## src/rtl/sonar_vector_sequencer.sv

```systemverilog
// Multi-channel command sequencer. Each channel runs a stream of delay, signal, wait,
// flag, timestamp and END commands. All active channels meet at an END barrier that
// closes each test vector.
module sonar_vector_sequencer #(
    parameter int unsigned NUM_CHANNELS = 4,
    parameter int unsigned ARG_WIDTH    = 32,
    parameter int unsigned NUM_SIGNALS  = 8,
    parameter int unsigned NUM_FLAGS    = 8,
    parameter int unsigned TS_WIDTH     = 32,
    parameter int unsigned CMD_WIDTH    = ARG_WIDTH + 8
) (
    input  logic                              ap_clk,
    input  logic                              ap_rst_n,
    input  logic [NUM_CHANNELS-1:0]           cmd_valid,
    output logic [NUM_CHANNELS-1:0]           cmd_ready,
    input  logic [NUM_CHANNELS*CMD_WIDTH-1:0] cmd_data,
    input  logic [NUM_CHANNELS-1:0]           active_mask,
    input  logic [NUM_SIGNALS-1:0]            sig_in,
    output logic [NUM_SIGNALS-1:0]            sig_out,
    output logic [NUM_FLAGS-1:0]              flags,
    output logic                              ts_valid,
    output logic [$clog2(NUM_CHANNELS):0]     ts_chan,
    output logic [TS_WIDTH-1:0]               ts_delta,
    output logic                              vector_done,
    output logic [ARG_WIDTH-1:0]              vector_id,
    output logic [31:0]                       vector_count,
    output logic                              err
);

    localparam int unsigned ChanW    = $clog2(NUM_CHANNELS) + 1;
    localparam int unsigned SigIdxW  = (NUM_SIGNALS > 1) ? $clog2(NUM_SIGNALS) : 1;
    localparam int unsigned FlagIdxW = (NUM_FLAGS > 1) ? $clog2(NUM_FLAGS) : 1;

    localparam logic [3:0] OpNop      = 4'd0;
    localparam logic [3:0] OpDelay    = 4'd1;
    localparam logic [3:0] OpSignal   = 4'd2;
    localparam logic [3:0] OpWait     = 4'd3;
    localparam logic [3:0] OpFlagSet  = 4'd4;
    localparam logic [3:0] OpFlagClr  = 4'd5;
    localparam logic [3:0] OpWaitFlag = 4'd6;
    localparam logic [3:0] OpTsInit   = 4'd7;
    localparam logic [3:0] OpTs       = 4'd8;
    localparam logic [3:0] OpEnd      = 4'd9;

    typedef enum logic [2:0] {
        StFetch,
        StDelay,
        StWaitSig,
        StWaitFlag,
        StBarrier
    } chan_state_e;

    chan_state_e          state_q   [NUM_CHANNELS];
    chan_state_e          state_d   [NUM_CHANNELS];
    logic [ARG_WIDTH-1:0] cnt_q     [NUM_CHANNELS];
    logic [ARG_WIDTH-1:0] cnt_d     [NUM_CHANNELS];
    logic [SigIdxW-1:0]   wsel_q    [NUM_CHANNELS];
    logic [SigIdxW-1:0]   wsel_d    [NUM_CHANNELS];
    logic                 wval_q    [NUM_CHANNELS];
    logic                 wval_d    [NUM_CHANNELS];
    logic [FlagIdxW-1:0]  wflag_q   [NUM_CHANNELS];
    logic [FlagIdxW-1:0]  wflag_d   [NUM_CHANNELS];
    logic [ARG_WIDTH-1:0] end_arg_q [NUM_CHANNELS];
    logic [ARG_WIDTH-1:0] end_arg_d [NUM_CHANNELS];

    logic [3:0]           op  [NUM_CHANNELS];
    logic [3:0]           sel [NUM_CHANNELS];
    logic [ARG_WIDTH-1:0] arg [NUM_CHANNELS];
    logic [NUM_CHANNELS-1:0] ready;
    logic [NUM_CHANNELS-1:0] accept;
    logic                    ts_claimed;

    logic [NUM_SIGNALS-1:0] sig_out_q, sig_out_d;
    logic [NUM_FLAGS-1:0]   flags_q, flags_d;
    logic [TS_WIDTH-1:0]    counter_q;
    logic [TS_WIDTH-1:0]    time_ref_q, time_ref_d;
    logic                   ts_valid_q, ts_valid_d;
    logic [ChanW-1:0]       ts_chan_q, ts_chan_d;
    logic [TS_WIDTH-1:0]    ts_delta_q, ts_delta_d;
    logic                   vector_done_q, vector_done_d;
    logic [ARG_WIDTH-1:0]   vector_id_q, vector_id_d;
    logic [31:0]            vector_count_q, vector_count_d;
    logic                   err_q, err_d;
    logic                   release_ok;
    logic                   sig_ok;
    logic                   flag_ok;

    // Field decode and handshake; only the lowest channel presenting TIMESTAMP gets ready.
    always_comb begin
        ready      = '0;
        accept     = '0;
        ts_claimed = 1'b0;
        for (int c = 0; c < NUM_CHANNELS; c++) begin
            op[c]    = cmd_data[c*CMD_WIDTH + CMD_WIDTH - 1 -: 4];
            sel[c]   = cmd_data[c*CMD_WIDTH + CMD_WIDTH - 5 -: 4];
            arg[c]   = cmd_data[c*CMD_WIDTH +: ARG_WIDTH];
            ready[c] = ap_rst_n && (state_q[c] == StFetch);
            if (ready[c] && cmd_valid[c] && (op[c] == OpTs)) begin
                if (ts_claimed) begin
                    ready[c] = 1'b0;
                end
                ts_claimed = 1'b1;
            end
            accept[c] = ready[c] & cmd_valid[c];
        end
    end

    // Channel FSM next state, shared register writes and barrier release.
    always_comb begin
        sig_out_d      = sig_out_q;
        flags_d        = flags_q;
        time_ref_d     = time_ref_q;
        err_d          = err_q;
        ts_valid_d     = 1'b0;
        ts_chan_d      = ts_chan_q;
        ts_delta_d     = ts_delta_q;
        vector_done_d  = 1'b0;
        vector_id_d    = vector_id_q;
        vector_count_d = vector_count_q;
        sig_ok         = 1'b0;
        flag_ok        = 1'b0;

        release_ok = |active_mask;
        for (int c = 0; c < NUM_CHANNELS; c++) begin
            if (active_mask[c] && (state_q[c] != StBarrier)) begin
                release_ok = 1'b0;
            end
        end

        // Walk from the highest index down so the lowest channel wins same-bit conflicts.
        for (int c = NUM_CHANNELS - 1; c >= 0; c--) begin
            state_d[c]   = state_q[c];
            cnt_d[c]     = cnt_q[c];
            wsel_d[c]    = wsel_q[c];
            wval_d[c]    = wval_q[c];
            wflag_d[c]   = wflag_q[c];
            end_arg_d[c] = end_arg_q[c];
            sig_ok       = 32'(sel[c]) < NUM_SIGNALS;
            flag_ok      = 64'(arg[c]) < 64'(NUM_FLAGS);
            unique case (state_q[c])
                StFetch: begin
                    if (accept[c]) begin
                        case (op[c])
                            OpNop: ;
                            OpDelay: begin
                                // The accept cycle counts, so arg 0 and 1 never leave FETCH.
                                if (arg[c] > ARG_WIDTH'(1)) begin
                                    state_d[c] = StDelay;
                                    cnt_d[c]   = arg[c] - ARG_WIDTH'(1);
                                end
                            end
                            OpSignal: begin
                                if (sig_ok) sig_out_d[sel[c][SigIdxW-1:0]] = arg[c][0];
                                else        err_d = 1'b1;
                            end
                            OpWait: begin
                                if (sig_ok) begin
                                    state_d[c] = StWaitSig;
                                    wsel_d[c]  = sel[c][SigIdxW-1:0];
                                    wval_d[c]  = arg[c][0];
                                end else begin
                                    err_d = 1'b1;
                                end
                            end
                            OpFlagSet: begin
                                if (flag_ok) flags_d[arg[c][FlagIdxW-1:0]] = 1'b1;
                                else         err_d = 1'b1;
                            end
                            OpFlagClr: begin
                                if (flag_ok) flags_d[arg[c][FlagIdxW-1:0]] = 1'b0;
                                else         err_d = 1'b1;
                            end
                            OpWaitFlag: begin
                                if (flag_ok) begin
                                    state_d[c] = StWaitFlag;
                                    wflag_d[c] = arg[c][FlagIdxW-1:0];
                                end else begin
                                    err_d = 1'b1;
                                end
                            end
                            OpTsInit: time_ref_d = counter_q;
                            OpTs: begin
                                ts_valid_d = 1'b1;
                                ts_chan_d  = ChanW'(c);
                                ts_delta_d = counter_q - time_ref_q;
                            end
                            OpEnd: begin
                                state_d[c]   = StBarrier;
                                end_arg_d[c] = arg[c];
                            end
                            default: err_d = 1'b1;
                        endcase
                    end
                end
                StDelay: begin
                    cnt_d[c] = cnt_q[c] - ARG_WIDTH'(1);
                    if (cnt_q[c] == ARG_WIDTH'(1)) state_d[c] = StFetch;
                end
                StWaitSig: begin
                    if (sig_in[wsel_q[c]] == wval_q[c]) state_d[c] = StFetch;
                end
                StWaitFlag: begin
                    if (flags_q[wflag_q[c]]) state_d[c] = StFetch;
                end
                StBarrier: begin
                    if (release_ok) state_d[c] = StFetch;
                end
                default: state_d[c] = StFetch;
            endcase
        end

        if (release_ok) begin
            vector_done_d  = 1'b1;
            vector_count_d = vector_count_q + 32'd1;
            for (int c = NUM_CHANNELS - 1; c >= 0; c--) begin
                if (active_mask[c]) vector_id_d = end_arg_q[c];
            end
        end
    end

    // State registers with synchronous active-low reset.
    always_ff @(posedge ap_clk) begin
        if (!ap_rst_n) begin
            for (int c = 0; c < NUM_CHANNELS; c++) begin
                state_q[c]   <= StFetch;
                cnt_q[c]     <= '0;
                wsel_q[c]    <= '0;
                wval_q[c]    <= 1'b0;
                wflag_q[c]   <= '0;
                end_arg_q[c] <= '0;
            end
            sig_out_q      <= '0;
            flags_q        <= '0;
            counter_q      <= '0;
            time_ref_q     <= '0;
            ts_valid_q     <= 1'b0;
            ts_chan_q      <= '0;
            ts_delta_q     <= '0;
            vector_done_q  <= 1'b0;
            vector_id_q    <= '0;
            vector_count_q <= '0;
            err_q          <= 1'b0;
        end else begin
            for (int c = 0; c < NUM_CHANNELS; c++) begin
                state_q[c]   <= state_d[c];
                cnt_q[c]     <= cnt_d[c];
                wsel_q[c]    <= wsel_d[c];
                wval_q[c]    <= wval_d[c];
                wflag_q[c]   <= wflag_d[c];
                end_arg_q[c] <= end_arg_d[c];
            end
            sig_out_q      <= sig_out_d;
            flags_q        <= flags_d;
            counter_q      <= counter_q + TS_WIDTH'(1);
            time_ref_q     <= time_ref_d;
            ts_valid_q     <= ts_valid_d;
            ts_chan_q      <= ts_chan_d;
            ts_delta_q     <= ts_delta_d;
            vector_done_q  <= vector_done_d;
            vector_id_q    <= vector_id_d;
            vector_count_q <= vector_count_d;
            err_q          <= err_d;
        end
    end

    assign cmd_ready    = ready;
    assign sig_out      = sig_out_q;
    assign flags        = flags_q;
    assign ts_valid     = ts_valid_q;
    assign ts_chan      = ts_chan_q;
    assign ts_delta     = ts_delta_q;
    assign vector_done  = vector_done_q;
    assign vector_id    = vector_id_q;
    assign vector_count = vector_count_q;
    assign err          = err_q;

endmodule

```

## config.mk

```make
export PLATFORM = sky130hd
export DESIGN_NAME = sonar_vector_sequencer
export DESIGN_NICKNAME = d
export VERILOG_FILES = /design/src/rtl/sonar_vector_sequencer.sv
export SDC_FILE = /design/constraint.sdc
export NUM_CORES = 2
export LEC_CHECK = 0
export CORE_ASPECT_RATIO = 1.75
export CORE_UTILIZATION = 45
export CTS_BUF_LIST = sky130_fd_sc_hd__clkbuf_2 sky130_fd_sc_hd__clkbuf_4 sky130_fd_sc_hd__clkbuf_8
export DETAILED_ROUTE_END_ITERATION = 6
export HOLD_SLACK_MARGIN = 0.08
export PLACE_DENSITY = 0.75
export SETUP_SLACK_MARGIN = 0.1
export SLEW_MARGIN = 20
export SYNTH_ARGS = -nofsm -noshare
export SYNTH_HDL_FRONTEND = slang
export SYNTH_SLANG_ARGS = --single-unit
```

## constraint.sdc

```tcl
create_clock -name ap_clk -period 7.47 [get_ports ap_clk]
set_input_delay 1.494 -clock ap_clk [delete_from_list [all_inputs] [get_ports ap_clk]]
set_output_delay 1.494 -clock ap_clk [all_outputs]
set_load 0.01 [all_outputs]
```

==> After elaboration in Yosys (flattened, before gate mapping) <==
Memory sizes are Yosys's and may differ from the RTL's.
Index checks and enable logic that the tools add are counted.
W data, S select, Z words.
{ "word_totals": {"latch_bits": 0, "memories": 6, "out_inout_bits": 122, "mem_bits_rw": 296, "ff_bits": 182, "wordCells": 515, "mem_bits_ro": 0, "input_bits": 178} }
{ "mem_list": {"columns": ["name", "words", "width", "rd", "rd_ports_with_merged_regs", "write_ports", "line", "source"], "rows": [
  ["cnt_q", 4, 32, 4, 0, 4, "55", "logic [ARG_WIDTH-1:0] cnt_q [NUM_CHANNELS];"],
  ["end_arg_q", 4, 32, 4, 0, 4, "63", "logic [ARG_WIDTH-1:0] end_arg_q [NUM_CHANNELS];"],
  ["state_q", 4, 3, 4, 0, 4, "53", "chan_state_e state_q [NUM_CHANNELS];"],
  ["wflag_q", 4, 3, 4, 0, 4, "61", "logic [FlagIdxW-1:0] wflag_q [NUM_CHANNELS];"],
  ["wsel_q", 4, 3, 4, 0, 4, "57", "logic [SigIdxW-1:0] wsel_q [NUM_CHANNELS];"],
  ["wval_q", 4, 1, 4, 0, 4, "59", "logic wval_q [NUM_CHANNELS];"]
]} }
{ "classes": {"n_reduce_logical": 47, "div_mod_pow": 0, "mux": 300, "order_cmp": 36, "n_bitwise": 40, "add_sub_neg": 11, "shift": 0, "mul": 0, "eq_ne": 64} }
{ "op_table": {"columns": ["operator", "n"], "rows": [
  ["$mux W32", 60],
  ["$mux W3", 88],
  ["$mux W8", 32],
  ["$pmux W32 S2", 4],
  ["$sub A32 B1 Y32 const B", 8],
  ["$eq A32 B1 Y1 const B", 4],
  ["$gt A32 B1 Y1 const B", 4],
  ["$lt A32 B4 Y1 const B", 4],
  ["$mux W1", 80],
  ["$add A32 B1 Y32 const B", 2],
  ["$eq A4 B3 Y1 const B", 16],
  ["$lt A3 B4 Y1 const B", 16],
  ["$pmux W8 S2", 4],
  ["$pmux W3 S5", 4],
  ["$pmux W3 S4", 4],
  ["$and A8 B8 Y8", 4],
  ["$bwmux W8", 4],
  ["$eq A4 B2 Y1 const B", 8],
  ["$eq A4 B4 Y1 const B", 8],
  ["$not A8 Y8", 4],
  ["$or A8 B8 Y8", 4],
  ["$sub A32 B32 Y32", 1],
  ["$bmux W1 S3", 8],
  ["$demux W1 S3", 8],
  ["other kinds (20)", 119]
]} }

==> Depth between registers and ports, before layout <==
{ "logic_depth": {"depth_word": 27, "mapped_depth": 14, "mapped_depth_nobuf": 12} }

==> Worst setup path after synthesis <==
OpenSTA, ideal clock, no wires.
{ "synth_path": {"path_type": "input to output", "start": "in ap_rst_n", "end": "out cmd_ready[3]", "path_buffers": 1, "slack_ps": 3267, "t_arrival_ps": 2709, "stages": 5, "required_ps": 5976, "cell_sequence": "buf_2 -> nor4b_1 -> and3_1 -> o31ai_1 -> and2_1"} }
{ "synth_between": {"elab_chain_len": 8, "elab_cells_between_ends": 17, "classes_between": "5 x mux; 12 x reduce/logical"} }
{ "synth_lines": {"columns": ["item", "line", "source"], "rows": [
  ["from (decl)", "13", "input logic ap_rst_n,"],
  ["$logic_and A1 B1 Y1", "97", "ready[c] = ap_rst_n && (state_q[c] == StFetch);"],
  ["$logic_and A1 B1 Y1 (2 in series)", "98", "if (ready[c] && cmd_valid[c] && (op[c] == OpTs)) begin"],
  ["$mux W1 (3 in series)", "98", null],
  ["$mux W1", "99", "if (ts_claimed) begin"],
  ["$mux W1 (*)", "98", null],
  ["to (decl)", "15", "output logic [NUM_CHANNELS-1:0] cmd_ready,"]
]} }
Mark *: on every way between the ends. The rest lies on a longest branch, timed or not.

==> Worst setup path after layout <==
{ "layout_path": {"start": "in cmd_data[117]", "end": "out cmd_ready[3]"} }
{ "layout_between": {"elab_chain_len": 5} }
{ "layout_lines": {"columns": ["item", "line", "source"], "rows": [
  ["from (decl)", "16", "input logic [NUM_CHANNELS*CMD_WIDTH-1:0] cmd_data,"],
  ["$eq A4 B4 Y1", "98", null],
  ["$logic_and A1 B1 Y1", "98", null],
  ["$mux W1", "98", null],
  ["$mux W1", "99", null],
  ["$mux W1", "98", null]
]} }
No other way between the ends.

==> impl_metrics.tcl <==
set metrics [dict create \
    status "complete, no violations" \
    drtIter0Drc 2261 \
    syn-num-nets 3925 \
    synthFlopType "dfxtp_1" \
    drive_gt1_share_pct 6.50 \
    die_w_um 190 \
    rsz0062_at_grt "false" \
    power.leakage_uw 0.0116 \
    grt_pass1_vias 26800 \
    start_kind "input port" \
    critPathCaptureType "output port" \
    syn_area_um2 27800 \
    htree_levels 3 \
    relSlewSlack_pct 28.8 \
    clkTransAtPathRegs_ns 0.06 \
    track_usage_pct 30.2 \
    vias 28200 \
    port_buffers 299 \
    yosysTopAreaCell "dfxtp_1" \
    finalHoldViolCount 0 \
    layout_commonest_cell "nor2_1" \
    drt_first_pass_iters 6 \
    fin_crit_sh_pct 76.4 \
    dp_hpwl_um 71000 \
    gp_congestion 0.995 \
    synth_cell_type_count 88 \
    cts_sinks 478 \
    power_uw 7600 \
    fin_crit_ns 5.71 \
    synthCells 3697 \
    final_cell_mix "491 x nor2_1, 489 x nand2_1, 475 x dfxtp_1" \
    postCtsSetupBuffers 0 \
    critPathKind "in -> out" \
    initial_core_util_pct 45.5 \
    cts_buffers 77 \
    antenna_found_initial 14 \
    avgSynthCellArea_um2 7.52 \
    yosysTopAreaCellShare_pct 34.2 \
    wire_per_inst_um 20.5 \
    fmax_mhz 175 \
    max_cap_viol_count 0 \
    fp.dieH_um 331 \
    ys_top_cells_by_area "dfxtp_1 34%, nor2_1 6.6%, nand2_1 6.6%" \
    cp.arrival_ns 4.22 \
    grt_max_degree 109 \
    core_area_um2 61100 \
    insertion_delay_ns 0.71 \
    die_area_um2 62800 \
    setup_viol 0 \
    post_cts_resized 0 \
    worstPathRequired_ns 5.98 \
    grt_first_pass_wirelength_um 148000 \
    vdd_drop_max_v 0.000147 \
    ys_ff_latch 478 \
    viasPerCell 5.96 \
    fin_setup_tns_ns 0 \
    routed_wl_um 97000 \
    clock_path_buffers 3 \
    io_pins 300 \
    worst_slew_pin_slew_ns 1.07 \
    area_delta_synth_final_pct 18.2 \
    final_nets 4109 \
    grt_overflow_total 0 \
    seq_area_frac_synth_pct 34.5 \
    cts_tree "done" \
    synth-edff-count 3 \
    ant_nets 0 \
    rows 120 \
    final_max_slew_viol_count 0 \
    cts_root_buf "clkbuf_8" \
    cts_hold_buf 0 \
    fin_worst_skew_ns 0.0395 \
    async_flop_share_pct 0 \
    min_path_type "reg -> reg" \
    yosysWarnings 0 \
    critPathMaxFanout 15 \
    powerDensity_nw_per_um2 231 \
    drc_errors 0 \
]
## path summary, 6_finish.rpt
kind / start / end / slack (ns) / cells past startpoint
setup / recovery: cmd_data[117] / cmd_ready[3] / 1.76 / 6
hold / removal: end_arg_q[1][1]$_SDFFE_PN0P_ / end_arg_q[1][1]$_SDFFE_PN0P_ / 0.45 / 2
setup reg to reg: state_q[0][1]$_SDFFE_PN0P_ / time_ref_q[9]$_SDFF_PN0_ / 3.87 / 10
hold reg to reg: end_arg_q[1][1]$_SDFFE_PN0P_ / end_arg_q[1][1]$_SDFFE_PN0P_ / 0.45 / 2
## logic make-up after synthesis
logic type               after synthesis  synth area share [%]
flip-flops                           478                  34.5
adder cells (fa/ha/maj)               50                  2.28
buffers and inverters                310                  4.32
AND/OR/NAND/NOR                     1610                  27.0
multiplexers                         165                  6.68
XOR/XNOR                             194                  6.11
AO/OA/AOI/OAI                        890                  19.1
## per-stage QoR
stage	utilization [%]	hold WS [ns]	std cells	setup WS, ns	cell area (um2)
floorplan	-	0.432	3697	3.27	27800
global placement	51.0	0.438	4595	1.88	31200
detailed placement	51.0	0.444	4595	1.83	31200
CTS	53.7	0.452	4733	1.83	32800
global route	53.8	0.464	4737	1.78	32900
finish	53.8	0.451	4739	1.76	32900
## registers in the layout (all words and copies together) (netlist names), 3 cells and up
name          count
ts_delta         32
cnt_q           128
vector_id        32
state_q          12
time_ref_q       32
vector_count     32
sig_out           8
wsel_q           12
end_arg_q       128
counter_q        32
ts_chan           3
wval_q            4
wflag_q          12
flags             8
## Yosys cell counts, drive strengths merged, types with 60 or more instances
cell      n
inv      78
xor2    105
nor3    154
o21ai   261
clkbuf  208
a21oi   347
xnor2    89
dfxtp   475
nor2    492
mux2i   144
nor4     60
nand3   130
nand2   489
## layout make-up
class	instances	area [um2]
antenna	6	15.0
clock buffer	119	1460
clock inverter	19	200
fill	5832	28200
inverter	79	304
multi-input combinational	2909	17000
sequential	478	9600
tap	793	992
timing repair buffer	336	3250
## metal layers
layer | track usage (%) | up-vias | part of all wire (%)
met5 | 0 | - | 0.10
met1 | 31.6 | 13200 | 36
met2 | 51.4 | 1126 | 48
li1 | - | 13500 | -
met4 | 25.6 | 16 | 8.7
met3 | 6.58 | 361 | 7.0
## power breakdown
| group | switching, uW | internal, uW | leakage (uW) |
|---|---|---|---|
| Combinational | 1460 | 771 | 0.00684 |
| Clock | 1140 | 1360 | 0.000887 |
| Sequential | 164 | 2700 | 0.00387 |
| Total | 2760 | 4840 | 0.0116 |
## worst max-delay path: stages
cell and delay, ns:
clkdlybuf4s50_1 0.78, nor4b_1 0.18, and3_1 0.27, o31ai_1 0.61, and2_1 0.31, clkdlybuf4s50_1 0.57
(Power assumes the default switching activity.)
